$ cat src/rtl/int_ctx_stack.sv
`default_nettype none
// ============================================================================
//  Module   : int_ctx_stack
//  Brief    : Nested-interrupt context stack holding return PC and ALU flags,
//             with occupancy count and sticky overflow/underflow flags.
//  Revision : 1.0  initial release
// ============================================================================
module int_ctx_stack #(
   parameter int PC_W   = 12,
   parameter int FLAG_W = 2,
   parameter int DEPTH  = 4,
   parameter int LVL_W  = $clog2(DEPTH + 1)
) (
   input  logic              clk,
   input  logic              rst,
   input  logic              cen,
   input  logic              push,
   input  logic              pop,
   input  logic              clr_err,
   input  logic [PC_W-1:0]   pc_i,
   input  logic [FLAG_W-1:0] flags_i,
   output logic [PC_W-1:0]   pc_o,
   output logic [FLAG_W-1:0] flags_o,
   output logic [LVL_W-1:0]  level_o,
   output logic              valid_o,
   output logic              full_o,
   output logic              ovf_o,
   output logic              unf_o
);

   localparam int              c_idx_w = (DEPTH > 1) ? $clog2(DEPTH) : 1;
   localparam int              c_ent_w = PC_W + FLAG_W;
   localparam logic [LVL_W-1:0] c_depth = LVL_W'(DEPTH);
   localparam logic [LVL_W-1:0] c_one   = LVL_W'(1);

   logic [c_ent_w-1:0] r_mem [DEPTH];
   logic [LVL_W-1:0]   r_level;
   logic               r_ovf;
   logic               r_unf;

   logic               w_valid;
   logic               w_full;
   logic [c_idx_w-1:0] w_top_idx;
   logic [c_ent_w-1:0] w_top;
   logic               w_we;
   logic [c_idx_w-1:0] w_widx;

   assign w_valid   = (r_level != '0);
   assign w_full    = (r_level == c_depth);
   assign w_top_idx = c_idx_w'(r_level - c_one);
   assign w_top     = r_mem[w_top_idx];

   // Push+pop on a non-empty stack overwrites the top; otherwise a push
   // lands at index level (which is 0 for the empty push+pop case).
   always_comb begin
      w_we   = 1'b0;
      w_widx = w_top_idx;
      if (!rst && cen && push) begin
         if (pop && w_valid) begin
            w_we = 1'b1;
         end else if (!w_full) begin
            w_we   = 1'b1;
            w_widx = c_idx_w'(r_level);
         end
      end
   end

   always_ff @(posedge clk) begin
      if (w_we) begin
         r_mem[w_widx] <= {pc_i, flags_i};
      end
   end

   // Error sets are written after the clear so a same-cycle error wins.
   always_ff @(posedge clk) begin
      if (rst) begin
         r_level <= '0;
         r_ovf   <= 1'b0;
         r_unf   <= 1'b0;
      end else if (cen) begin
         if (clr_err) begin
            r_ovf <= 1'b0;
            r_unf <= 1'b0;
         end
         if (push && pop) begin
            if (!w_valid) begin
               r_level <= c_one;
               r_unf   <= 1'b1;
            end
         end else if (push) begin
            if (!w_full) begin
               r_level <= r_level + c_one;
            end else begin
               r_ovf <= 1'b1;
            end
         end else if (pop) begin
            if (w_valid) begin
               r_level <= r_level - c_one;
            end else begin
               r_unf <= 1'b1;
            end
         end
      end
   end

   assign pc_o    = w_valid ? w_top[c_ent_w-1:FLAG_W] : '0;
   assign flags_o = w_valid ? w_top[FLAG_W-1:0]       : '0;
   assign level_o = r_level;
   assign valid_o = w_valid;
   assign full_o  = w_full;
   assign ovf_o   = r_ovf;
   assign unf_o   = r_unf;

endmodule
`default_nettype wire

$ cat config.mk
export PLATFORM = sky130hd
export DESIGN_NAME = int_ctx_stack
export DESIGN_NICKNAME = d
export VERILOG_FILES = /design/src/rtl/int_ctx_stack.sv
export SDC_FILE = /design/constraint.sdc
export NUM_CORES = 1
export LEC_CHECK = 0
export ABC_AREA = 1
export BUFFER_PORTS_ARGS = -buffer_cell sky130_fd_sc_hd__buf_2
export CAP_MARGIN = 5
export CORE_MARGIN = 2
export CORE_UTILIZATION = 45
export CTS_CLUSTER_SIZE = 25
export DETAILED_ROUTE_END_ITERATION = 8
export GPL_ROUTABILITY_DRIVEN = 0
export GPL_TIMING_DRIVEN = 0
export PLACE_DENSITY = 0.66
export SETUP_SLACK_MARGIN = 0.3
export SLEW_MARGIN = 30
export SYNTH_ARGS = -nofsm -noshare
export SYNTH_HDL_FRONTEND = slang
export SYNTH_SLANG_ARGS = --single-unit
export TNS_END_PERCENT = 20
$ cat constraint.sdc
create_clock -name clk -period 3.7 [get_ports clk]
set_input_delay 0.185 -clock clk [delete_from_list [all_inputs] [get_ports clk]]
set_output_delay 0.185 -clock clk [all_outputs]
set_load 0.01 [all_outputs]
Word-level counts from Yosys, hierarchy flattened
Memories as Yosys holds them, arrays and structs flattened.
Cells that the tools add are included.

operators by class
  reductions and logical operators = 9
  multiplexer cells = 25
  equal/unequal tests = 3
  add/subtract/negate cells = 2

operators by type and width
  operator                                                                  count
  3-bit 2-to-1 mux                                                          6
  1-bit 2-to-1 mux                                                          14
  12-bit 2-to-1 mux                                                         1
  3-bit nonzero test                                                        3
  2-bit 2-to-1 mux                                                          4
  5-bit AND reduction                                                       1
  1-bit logical AND                                                         4
  3-bit by 1-bit adder with 3-bit output (second input constant)            1
  3-bit == test (second input constant)                                     1
  3-bit by 2-bit inequality test with 1-bit output (second input constant)  1
  3-bit by 1-bit subtractor with 3-bit output (second input constant)       1
  2-bit inequality test (second input constant)                             1
  1-bit zero test                                                           1

storage, ports and cells
  memory bits (writable) = 56
  word-level logic and storage cells = 43
  memories = 1
  register bits after elaboration = 5
  bits of input ports = 20
  output and inout bits = 21

memory list
  name   words  bits a word  read ports  clocked after Yosys merged registers in  wr ports  RTL line  source
  r_mem  4      14           1           0                                        1         36        logic [c_ent_w-1:0] r_mem [DEPTH];

Longest topological paths before layout
  word-level depth = 6
  gate-level depth with buffers = 10
  gate-level depth less buffers = 9

Worst setup path before layout
OpenSTA, ideal clock, no wires.

  kind = reg-to-reg
  start = register r_level[0] (netlist: level_o[0])
  end = memory r_mem[1][0] in the netlist's numbering (enable)
  period minus slack after synthesis = 2.385 ns
  data required time = 3.316 ns
  cell stages (with the launch flop) = 11
  data arrival time = 2.000 ns
  setup time = 0.384 ns
  path buffers = 1
  slack = 1.315 ns
  cells stage by stage = dfxtp_1 > inv_2 > buf_2 > ha_1 > nand2_4 > nand2_1 > nand3_1 > nand2_1 > nand2_2 > inv_2 > nor2_1

on the way
  longest elaborated chain between the ends = 6
  elaborated cells between the ends (all ways) = 12
  those cells by class = add/sub (1); eq/ne (1); mux (8); reduce/logical (2)

RTL lines
  element                                 RTL line  source
  from (decl)                             37        logic [LVL_W-1:0] r_level;
  from (signal assigned)                  87        r_level <= c_one;
  from (signal assigned)                  92        r_level <= r_level + c_one;
  from (signal assigned)                  98        r_level <= r_level - c_one;
  3-bit nonzero test (*)                  48        assign w_valid = (r_level != '0);
  via valid_o                             25        output logic valid_o,
  1-bit logical AND (*)                   59        if (pop && w_valid) begin
  1-bit 2-to-1 mux                        59
  1-bit 2-to-1 mux                        58        if (!rst && cen && push) begin
  1-bit 2-to-1 mux                        69        if (w_we) begin
  1-bit 2-to-1 mux (implied by the code)  70        r_mem[w_widx] <= {pc_i, flags_i};
  to (decl)                               36

Mark *: on every way through the listed nets, which the timed path passes. The rest lies on a longest branch.

Worst setup path in the final report
  start = register r_level[0] (netlist: level_o[0])
  end = memory r_mem[1][0] in the netlist's numbering (enable)

on the way
  longest elaborated chain between the ends = 6
  elaborated cells between the ends (all ways) = 12
  those cells by class = add/sub (1); eq/ne (1); mux (8); reduce/logical (2)

RTL lines
  element                                                RTL line
  3-bit == test or 3-bit nonzero test (tied branches)    49, 48
  1-bit 2-to-1 mux or 1-bit logical AND (tied branches)  61, 59
  1-bit 2-to-1 mux                                       59
  1-bit 2-to-1 mux                                       58
  1-bit 2-to-1 mux                                       69
  1-bit 2-to-1 mux (implied by the code)                 70

Several ways; a longest one is shown, not always the timed one.

==> results.md <==
- RSZ-0062 raised after global routing: no
- Vias in the first global route: 1611
- Starting DRT DRC Count: 107
- Vias: 1809
- Synth-to-Final Area Change: 18.3%
- Net count, final: 307
- First-pass GRT wire length: 8.17 mm
- Most common library cells after synthesis: nor2_1, edfxtp_1, o21ai_1
- Max-slew violation count: 0
- Fmax: 381 MHz
- Lkg Pwr: 0.00118 uW
- Hold_buf cts: 0
- CTS Buf Count: 9
- Worst setup margin: 1.08 ns
- Kind of critical path: flip-flop to flip-flop
- Mapped Avg Cell Area: 11.1 um^2
- FFs w/ async S/R, synth: 0
- Synth Flop Type: edfxtp_1
- Max-cap violations: 0
- Row cnt: 27
- Seq/Total Area, Yosys: 0.688
- Post-synthesis cell area: 2590 um^2
- Routing usage on met3: 0.0724
- Ratio of final minimum period to clock period: 0.709
- Multiplexer share of the synthesized area: 0
- Max FO, Critical Path: 14
- Total power draw: 1610 uW
- Largest family of logic cells by synthesized area: simple AND/OR/NAND/NOR gates
- DRC Markers: 0
- Most common cell in the synthesized netlist: nor2_1
- Worst EP required: 3.65 ns
- Final ANT Viol Nets: 0
- DR WL/cell: 14.7 um
- Syn Nets: 257
- Pre-CTS setup slack: 1.05 ns
- CTS HTree Levels: 3
- Die H: 79.9 um
- CORE AREA: 5540 um^2
- Deepest clock path buffer count: 2
- Yosys cell types: 20
- Initial antenna violation count: 0
- Met2 Use GR: 0.295
- Crit path launch type: flip-flop
- Starting Density: 0.467
- Synth Area in Compound Gates: 0.0971
- Clk root buf: clkbuf_8
- Number of synthesized flops with an enable pin: 56
- Placed Cells: 345
- Share of layout cells above drive strength 1: 0.272
- Slew HR: 0.416
- Final Hold Vio Count: 0
- Post-synthesis instance total: 234
- Met1 Use GR: 0.222
- 1st-pass router iterations: 4
- Final wirelength: 5.30 mm
- IO Pins: 41
- PwrDens: 527 nW/um^2
- Setup violators final: 0
- CP Data Arrival Time: 2.57 ns
- Die Width: 79.9 um
- Synth area leader: edfxtp_1
- VDD IR max: 0.000304 V
- Most Crowded Layer GR: met2
- Vias per cell: 5.04
- Synth area leaders: edfxtp_1, nor2_1, o21ai_1
- Worst hold path type: input pin to flip-flop
- Setup crit end kind: flip-flop
- CTS tree: built
- Clk slew on worst S/H paths: 0.06 ns
- TNS Setup: 0 ns
- Post-CTS Setup Bufs: 0
- Status: complete, no violations
- Cts repair resizes: 0
- Post-synthesis adder-cell area fraction: 0.0145
- Gr ovfl total: 0
- Yosys reg bits: 61
- Post-synth top area share: 0.649
- Die area: 6380 um^2
- Total global-route track usage: 0.182
- Non-filler cells, final: 359
- CTS Sinks: 61
- Yosys warns: 0
- Post-layout min period: 2.62 ns
- Skew-Pair Late Insertion Delay: 0.33 ns
- Simple logic cell fraction of the synthesized area: 0.159
- Synth Area in XOR/XNOR: 0
- Clk_skew: 0.00329 ns
- HPWL after DPL: 3.26 mm
- Number of fill cells: 477
- Antenna diode count: 0
- Largest net degree at the start of global routing: 15
- Worst slew pin tran: 0.874 ns
- Port-buffer cells: 39
placed cells by master, fill, tap and decap left out, drive strengths merged:
cell type,n
nor2,63
ha,3
nand3,11
dfxtp,5
nand2,21
o21ai,30
clkbuf,11
buf,48
inv,12
nand4,3
clkinvlp,2
bufinv,1
a21oi,18
edfxtp,56
clkinv,2
o31ai,1
path summary, 6_finish.rpt:
path                            cells after the start  slack [ns]                      to                    start
worst min-delay path                                1        0.06  r_mem[1][10]$_DFFE_PP_                  pc_i[8]
worst max-delay path                               10        1.08   r_mem[1][0]$_DFFE_PP_  level_o[0]$_SDFFE_PP0P_
worst max register to register                     10        1.08   r_mem[1][0]$_DFFE_PP_  level_o[0]$_SDFFE_PP0P_
worst min register to register                      2        0.47      unf_o$_SDFFE_PP0P_       unf_o$_SDFFE_PP0P_
registers in the layout, summed over array words and instances, names as in the netlist:
signal,cells
r_mem,56
level_o,3
ovf_o,1
unf_o,1
per-stage QoR:
stage	area [um^2]	utilization	hold slack, ns
2_1_floorplan	2590	-	0.254
3_3_place_gp	2880	0.519	0.397
3_5_place_dp	2890	0.521	0.400
4_1_cts	3060	0.553	0.0531
5_1_grt	3060	0.553	0.0482
6_report	3060	0.553	0.0644
final cells by class:
cell class / instances / area (um^2) / share of cell area
multi-input combinational: 150 / 711 / 0.232
tap: 72 / 90.1 / 0.0294
inverter: 12 / 45.0 / 0.0147
clock buffer: 9 / 124 / 0.0404
buffer: 11 / 62.6 / 0.0204
timing repair buffer: 39 / 195 / 0.0637
clock inverter: 5 / 53.8 / 0.0176
sequential: 61 / 1780 / 0.582
metal layers:
layer	share of wire	up-vias	routed length, um
li1	-	910	-
met2	0.50	56	2640
met5	0	-	0
met3	0.055	4	289
met1	0.44	839	2320
met4	0.0076	0	40
power breakdown:
group	switching (uW)	total (uW)	leakage (uW)	internal [uW]
registers	8.62	781	0.000547	773
clock network	239	538	0.0000846	299
logic	192	294	0.000551	101
total	440	1610	0.00118	1170
cell families (layout without fill, tap and decap cells):
group,after synthesis,after routing
adder cells (fa/ha/maj),3,3
buffers and inverters,23,76
AO/OA/AOI/OAI,49,49
AND/OR/NAND/NOR,98,98
flip-flops,61,61
critical path, cell delays in order (launching register included):
cell and delay [ns]:
dfxtp_1 0.50, inv_2 0.07, buf_2 0.21, ha_1 0.28, nand2_4 0.11, nand2_1 0.08, nand3_1 0.09, nand2_1 0.07
nand2_2 0.10, inv_2 0.05, nor2_2 0.68
Power figures use the tool's default switching activity.
